`src/rtl/inv_round_mixer_pkg.sv`:
```
// Shared AES inverse-round definitions: widths, mixer FSM encoding and
// InvMixColumns coefficients with a GF(2^8) multiply helper.
package inv_round_mixer_pkg;

    localparam int STATE_W  = 128;
    localparam int COL_W    = 32;
    localparam int BYTE_W   = 8;
    localparam int NUM_COLS = STATE_W / COL_W;
    localparam int NUM_ROWS = COL_W / BYTE_W;

    typedef enum logic [1:0] {
        ST_IDLE = 2'd0,
        ST_MIX  = 2'd1,
        ST_DONE = 2'd2
    } mix_state_e;

    // First row of the circulant InvMixColumns matrix; row r is this rotated right by r.
    localparam logic [BYTE_W-1:0] COEF_0E = 8'h0e;
    localparam logic [BYTE_W-1:0] COEF_0B = 8'h0b;
    localparam logic [BYTE_W-1:0] COEF_0D = 8'h0d;
    localparam logic [BYTE_W-1:0] COEF_09 = 8'h09;

    function automatic logic [BYTE_W-1:0] inv_mix_coef(input int k);
        case (k & 3)
            0:       return COEF_0E;
            1:       return COEF_0B;
            2:       return COEF_0D;
            default: return COEF_09;
        endcase
    endfunction

    // Shift-and-add multiply modulo x^8+x^4+x^3+x+1; constant b folds to an XOR network.
    function automatic logic [BYTE_W-1:0] gf_mul(input logic [BYTE_W-1:0] a,
                                                 input logic [BYTE_W-1:0] b);
        logic [BYTE_W-1:0] acc;
        logic [BYTE_W-1:0] term;
        acc  = '0;
        term = a;
        for (int i = 0; i < BYTE_W; i++) begin
            if (b[i]) acc ^= term;
            term = {term[BYTE_W-2:0], 1'b0} ^ (term[BYTE_W-1] ? 8'h1b : 8'h00);
        end
        return acc;
    endfunction

endpackage

```
`src/rtl/inv_round_mixer_mix_col.sv`:
```
// Combinational InvMixColumns of one 32-bit column (row 0 in the MSB byte).
module inv_mix_col
    import inv_round_mixer_pkg::*;
(
    input  logic [COL_W-1:0] col,
    output logic [COL_W-1:0] mixed
);

    // NOTE: every variable gets a default at the top of always_comb so no path can infer a latch.
    always_comb begin
        mixed = '0;
        for (int r = 0; r < NUM_ROWS; r++) begin
            for (int j = 0; j < NUM_ROWS; j++) begin
                mixed[COL_W-1-BYTE_W*r -: BYTE_W] ^=
                    gf_mul(col[COL_W-1-BYTE_W*j -: BYTE_W], inv_mix_coef(j - r));
            end
        end
    end

endmodule

```
`src/rtl/inv_round_mixer.sv`:
```
// AddRoundKey + iterative InvMixColumns over COLS_PER_CYCLE columns per cycle.
// Optional feature macro: ARK_LAST_ROUND_BYPASS_EN (adds in_last, skips mixing on the final round).
module inv_round_mixer
    import inv_round_mixer_pkg::*;
#(
    parameter int COLS_PER_CYCLE = 1
) (
    input  logic               clk,
    input  logic               rst_n,
    input  logic               in_valid,
    output logic               in_ready,
    input  logic [STATE_W-1:0] in_state,
    input  logic [STATE_W-1:0] in_key,
`ifdef ARK_LAST_ROUND_BYPASS_EN
    input  logic               in_last,
`endif
    output logic               out_valid,
    input  logic               out_ready,
    output logic [STATE_W-1:0] out_state
);

    localparam logic [1:0] CNT_STEP = 2'(COLS_PER_CYCLE);
    localparam logic [1:0] LAST_CNT = 2'(NUM_COLS - COLS_PER_CYCLE);

    mix_state_e         state;
    mix_state_e         next_state;
    logic [1:0]         cnt;
    logic [STATE_W-1:0] work_buf;
    logic [STATE_W-1:0] mixed_buf;
    logic               bypass;
    logic               accept;
    logic               last_step;

    logic [COL_W-1:0] col_in  [COLS_PER_CYCLE];
    logic [COL_W-1:0] col_out [COLS_PER_CYCLE];

`ifdef ARK_LAST_ROUND_BYPASS_EN
    assign bypass = in_last;
`else
    assign bypass = 1'b0;
`endif

    assign accept    = (state == ST_IDLE) && in_valid;
    assign last_step = (state == ST_MIX) && (cnt == LAST_CNT);

    for (genvar g = 0; g < COLS_PER_CYCLE; g++) begin : g_col
        logic [1:0] col_idx;
        assign col_idx   = cnt + 2'(g);
        assign col_in[g] = work_buf[STATE_W-1-COL_W*int'(col_idx) -: COL_W];

        inv_mix_col u_inv_mix_col (
            .col   (col_in[g]),
            .mixed (col_out[g])
        );
    end

    always_comb begin
        mixed_buf = work_buf;
        for (int g = 0; g < COLS_PER_CYCLE; g++) begin
            mixed_buf[STATE_W-1-COL_W*int'(cnt + 2'(g)) -: COL_W] = col_out[g];
        end
    end

    // NOTE: sequential state uses non-blocking assignments so every flop samples pre-edge values.
    always_ff @(posedge clk or negedge rst_n) begin
        if (!rst_n) state <= ST_IDLE;
        else        state <= next_state;
    end

    always_comb begin
        next_state = state;
        unique case (state)
            ST_IDLE: if (in_valid)  next_state = bypass ? ST_DONE : ST_MIX;
            ST_MIX:  if (last_step) next_state = ST_DONE;
            ST_DONE: if (out_ready) next_state = ST_IDLE;
            default:                next_state = ST_IDLE;
        endcase
    end

    always_comb begin
        in_ready  = (state == ST_IDLE);
        out_valid = (state == ST_DONE);
        out_state = work_buf;
    end

    // NOTE: the work buffer is reset because it drives out_state directly and must read as zero.
    always_ff @(posedge clk or negedge rst_n) begin
        if (!rst_n) begin
            work_buf <= '0;
            cnt      <= '0;
        end else if (accept) begin
            work_buf <= in_state ^ in_key;
            cnt      <= '0;
        end else if (state == ST_MIX) begin
            work_buf <= mixed_buf;
            cnt      <= cnt + CNT_STEP;
        end
    end

endmodule

```
`config.mk`:
```
export PLATFORM = sky130hd
export DESIGN_NAME = inv_round_mixer
export DESIGN_NICKNAME = d
export VERILOG_FILES = /design/src/rtl/inv_round_mixer_pkg.sv /design/src/rtl/inv_round_mixer_mix_col.sv /design/src/rtl/inv_round_mixer.sv
export SDC_FILE = /design/constraint.sdc
export NUM_CORES = 1
export LEC_CHECK = 0
export BUFFER_PORTS_ARGS = -buffer_cell sky130_fd_sc_hd__buf_2
export CAP_MARGIN = 20
export CORE_AREA = 4 4 196 141
export CTS_CLUSTER_DIAMETER = 120
export DETAILED_ROUTE_END_ITERATION = 12
export DIE_AREA = 0 0 200 145
export PLACE_DENSITY_LB_ADDON = 0.15
export SYNTH_ARGS = -nofsm -noshare
export SYNTH_HDL_FRONTEND = slang
export SYNTH_SLANG_ARGS = --single-unit
```
`constraint.sdc`:
```
create_clock -name clk -period 5.8 [get_ports clk]
set_input_delay 0.58 -clock clk [delete_from_list [all_inputs] [get_ports clk]]
set_output_delay 0.58 -clock clk [all_outputs]
set_load 0.01 [all_outputs]
```
==> results of run 1 <==
[cell usage after synthesis, types with 3 or more instances]
cell	count	share of area [%]
a21oi_1	61	3.0
a22oi_1	56	4.2
buf_1	10	0.37
buf_12	3	0.59
buf_2	10	0.49
buf_4	6	0.44
clkbuf_1	43	1.6
dfrtp_1	132	33
ha_1	4	0.49
inv_1	3	0.11
mux4_2	32	7.1
nand2_1	6	0.22
nor2_1	59	2.2
o21a_1	72	5.3
o221ai_1	72	6.2
xnor2_1	186	16
xnor2_2	15	2.4
xnor3_1	26	5.8
xor2_1	87	7.5
xor2_2	4	0.64
[worst max-delay path, cell delays in order, from the launching register on]
cell	delay, ns
dfrtp_2	1.03
buf_4	0.41
mux4_2	0.70
xnor2_1	0.36
xnor3_1	0.51
xnor2_1	0.17
xnor2_1	0.56
o221ai_1	0.23
o21a_1	0.15
[sequential cells by signal, summed over array words and instances, names as in the netlist]
| name | count |
|---|---|
| cnt | 2 |
| out_state | 128 |
| state | 2 |
[cell type report]
class	count	area [sq um]	area share, %
flip-flops and latches	132	3310	25.7
well taps	331	414	3.22
repair buffers	401	2040	15.9
multi-input cells	701	6490	50.4
clock buffers	18	429	3.33
clock inverters	14	176	1.37
inverters	3	11.3	0.0875
[per-stage QoR]
stage                     setup WS, ns  std cells
after floorplan                   2.65        910
after global placement            1.61       1568
after detailed placement          1.49       1568
after CTS                         1.51       1600
after global routing              1.27       1600
final                             1.55       1600
[worst max-delay path by stage]
| stage | startpoint | endpoint | cells past startpoint |
|---|---|---|---|
| finish | cnt[0] | out_state[61] | 8 |
| global route | cnt[0] | out_state[102] | 8 |
| CTS | cnt[0] | out_state[61] | 8 |
| detailed placement | cnt[0] | out_state[61] | 8 |
| global placement | cnt[0] | out_state[102] | 8 |
| floorplan | cnt[0] | out_state[101] | 9 |
[per-layer routing]
| metal | global-route usage (%) | up-vias | part of all wire [%] |
|---|---|---|---|
| met5 | 0 | - | 0 |
| met4 | 4.85 | 0 | 1.2 |
| met3 | 5.01 | 32 | 7.0 |
| met2 | 39.9 | 358 | 48 |
| met1 | 35.7 | 4405 | 44 |
| li1 | - | 3998 | - |
[cell families after synthesis]
logic type               count (synthesis)  share of synthesized area, %
AO/OA/AOI/OAI                          264                          19.0
XOR/XNOR                               323                          33.7
adder cells (fa/ha/maj)                  4                         0.494
buffers and inverters                   77                          3.83
flip-flops                             132                          32.6
multiplexers                            33                          7.23
AND/OR/NAND/NOR                         77                          3.14
==> impl_metrics.csv, run 1 <==
group,metric,value,unit
min_path,hp-class,"in2async",
global_route,antenna_found_initial,0,
finish,postLayoutCoreUtil,50.4,%
routing,wl_per_cell,23.5,um
sta,hold_ws,0.144,ns
synthesis,yosysSeqAreaShare,32.6,%
synthesis,async_flop_share,100,%
setup_path,rrSetupSlack,1.55,ns
setup_path,reg2reg_depth,8,
die,initial_core_util,39.6,%
finish,final_common_cell,"buf_2",
routing,vias,8793,
run_status,status,"completed",
sta,setup_viol,0,
placement,hpwlAfterDp,28100,um
routing,drtIter0Drc,663,
finish,final_cell_mix,"buf_2 (388), xnor2_1 (186), dfrtp_1 (130), xor2_1 (87)",
routing,vias_per_cell,5.50,
sta,timing.final.crit_share,73.3,%
sta,slew_violations,0,
synthesis,synth-edff-count,0,
setup_path,rr_endpoint,"out_state[61]",
synthesis,yosysWarnings,0,
clocking,numCtsBuffers,17,
finish,nets,1520,
routing,antenna_left,0,
synthesis,syn_area,10100,sq um
clocking,clk_pin_slew,0.07,ns
clocking,cts_resized,0,
routing,first_pass_iters,5,
setup_path,critPathRequiredTime,6.13,ns
die,design.core.area,25600,sq um
finish,drive_above_1_share,39.1,%
synthesis,synth_cells,910,
placement,place.gp.congestion,0.937,
global_route,grt_max_degree,75,
clocking,clkSinkCount,132,
finish,fillers,2408,
global_route,grtUsageTotal,25.0,%
job,drv_cap,0,
die,ios,390,
clocking,ctsHoldBuffers,0,
clocking,cts-root-buf,"clkbuf_16",
finish,area_growth,27.1,%
sta,slew_headroom,24.3,%
clocking,cts_tree,"built",
placement,io_buffers,389,
clocking,clk_latency,0.43,ns
routing,drc,0,
finish,finish.instance_area,12900,sq um
clocking,postCtsSetupBuffers,0,
sta,min_period,4.25,ns
global_route,grt_pass1_wl,55200,um
setup_path,reg2reg_from,"cnt[0]",
synthesis,synth_cell_types,35,
routing,wirelength,37500,um
synthesis,ys_ff_latch,132,
global_route,grt_pass1_vias,8888,
global_route,overflow,0,
sta,tns,0,ns
finish,antenna_cells,0,
sta,finalHoldViolations,0,
die,die_x,200,um
sta,fin_skew,0.0252,ns
setup_path,cp-start-kind,"flip-flop",
sta,grt_setup_unrepaired,"false",
setup_path,end_kind,"flip-flop",
clocking,cts_buffer_depth,2,
die,die_area,29000,sq um
synthesis,yosys_most_used_dff,"dfrtp_1",
synthesis,synth.avg_cell_area,11.1,sq um
die,die_h,145,um
setup_path,cp.arrival,4.58,ns
clocking,h-tree-depth,4,
setup_path,critPathMaxFanout,28,
sta,tightest_slew,1.13,ns
synthesis,syn-num-nets,1174,
placement,placed_area,12300,sq um
die,row_count,49,
sta,fmax,0.235,GHz
setup_path,path_class,"reg2reg",
Power of run 1 is left out: the tool's default activity adds up to more than one toggle a clock period on the data nets, which glitch-free logic cannot reach.
==> run 2, diff against run 1 <==
==> constraint.sdc (replaced) <==
create_clock -name clk -period 3.5 [get_ports clk]
set_input_delay 0.35 -clock clk [delete_from_list [all_inputs] [get_ports clk]]
set_output_delay 0.35 -clock clk [all_outputs]
set_load 0.01 [all_outputs]
==> impl_metrics.csv, run 2 (synthesized netlist as in run 1, its figures left out) <==
group,metric,value,unit
setup_path,reg2reg_depth,8,
min_path,hp-class,"in2async",
sta,slew_headroom,35.4,%
finish,antenna_cells,0,
clocking,clk_latency,0.43,ns
setup_path,crit_end,"out_state[69]",
clocking,cts_tree,"built",
finish,drive_above_1_share,40.4,%
die,die_h,145,um
setup_path,rr_endpoint,"out_state[69]",
sta,timing.final.crit_share,95.3,%
finish,final_cell_mix,"buf_2 (388), xnor2_1 (184), dfrtp_1 (130), xor2_1 (87)",
setup_path,worst-path-stages,8,
setup_path,slowest_stage,"mux4_2",
clocking,numCtsBuffers,17,
finish,nets,1555,
setup_path,critPathMaxFanout,14,
routing,first_pass_iters,5,
finish,largest_reg_flops,128,
die,row_count,49,
setup_path,end_kind,"flip-flop",
setup_path,path_class,"reg2reg",
placement,hpwlAfterDp,28600,um
sta,slew_violations,0,
global_route,antenna_found_initial,0,
routing,wirelength,36800,um
global_route,overflow,0,
routing,vias_per_cell,5.50,
die,die_area,29000,sq um
sta,finalHoldViolations,0,
sta,fin_skew,0.0107,ns
setup_path,cp.arrival,3.62,ns
placement,place.gp.congestion,0.926,
routing,antenna_left,0,
sta,tightest_slew,0.969,ns
routing,drc,0,
global_route,grtUsageTotal,24.7,%
sta,grt_setup_unrepaired,"false",
sta,setup_viol,0,
finish,area_growth,30.0,%
run_status,status,"completed",
setup_path,critPathRequiredTime,3.79,ns
clocking,h-tree-depth,4,
sta,tns,0,ns
setup_path,rrSetupSlack,0.17,ns
die,ios,390,
setup_path,crit_chain,"buf_12 -> mux4_2 -> xor2_1 -> xnor3_1 -> xor2_1 -> xnor3_1 -> a22oi_1 -> a21oi_1",
setup_path,reg2reg_from,"cnt[0]",
setup_path,path_delay_family,"XOR/XNOR gates",
routing,drtIter0Drc,555,
clocking,cts-root-buf,"clkbuf_16",
setup_path,cp-start-kind,"flip-flop",
die,design.core.area,25600,sq um
finish,final_common_cell,"buf_2",
setup_path,cp_num_buf_inv,1,
routing,vias,8990,
setup_path,cp-startpoint,"cnt[0]",
die,initial_core_util,39.6,%
placement,io_buffers,389,
routing,wl_per_cell,22.5,um
global_route,grt_pass1_wl,54600,um
sta,min_period,3.33,ns
global_route,grt_max_degree,100,
clocking,clk_pin_slew,0.06,ns
die,die_x,200,um
setup_path,slowest_delay,0.66,ns
sta,fmax,0.300,GHz
job,drv_cap,0,
clocking,cts_buffer_depth,2,
global_route,grt_pass1_vias,8889,
clocking,clkSinkCount,132,
-- run 2: cell count changes in the layout (fill, tap and decap cells not counted), sizes merged --
cell      change
clkbuf        +8
inv           -4
buf          +35
clkinv        -2
bufinv        -1
clkinvlp      -2
-- run 2: layout make-up --
class	count	area [sq um]
fillers	2370	12400
multi-input cells	701	6520
flip-flops and latches	132	3310
repair buffers	436	2340
clock buffers	26	489
well taps	331	414
clock inverters	5	75.1
inverters	3	11.3
-- run 2: per-layer routing --
layer	global-route usage [%]	routed length (um)	vias up
met5	0	0	-
met4	4.34	354	0
met3	5.21	2940	28
met2	38.5	17500	398
met1	36.0	16000	4484
li1	-	-	4080
-- run 2: stage by stage --
step	cell area, sq um	util (%)	hold WS (ns)	setup WS, ns	std cells
finish	13200	51.5	0.0438	0.165	1634
global route	13200	51.5	0.0984	0.00219	1634
CTS	13100	51.4	0.0724	0.0764	1634
detailed placement	12600	49.2	0.496	0.118	1603
global placement	12600	49.2	0.495	0.161	1603
floorplan	10100	-	0.0544	0.354	910
-- run 2: what timing repair did --
item                       4_1_cts  5_1_grt
resized for setup                0        3
hold buffers                     0        0
hold endpoints to repair         0        0
buffers inserted                 0        0
setup endpoints to repair        0        6
-- run 2: worst min-delay path by stage --
stage	to
2_1_floorplan	cnt[0]
3_3_place_gp	out_state[78]
3_5_place_dp	out_state[45]
4_1_cts	out_state[72]
5_1_grt	out_state[8]
6_report	out_state[72]
Power of run 2 is left out for the same reason.
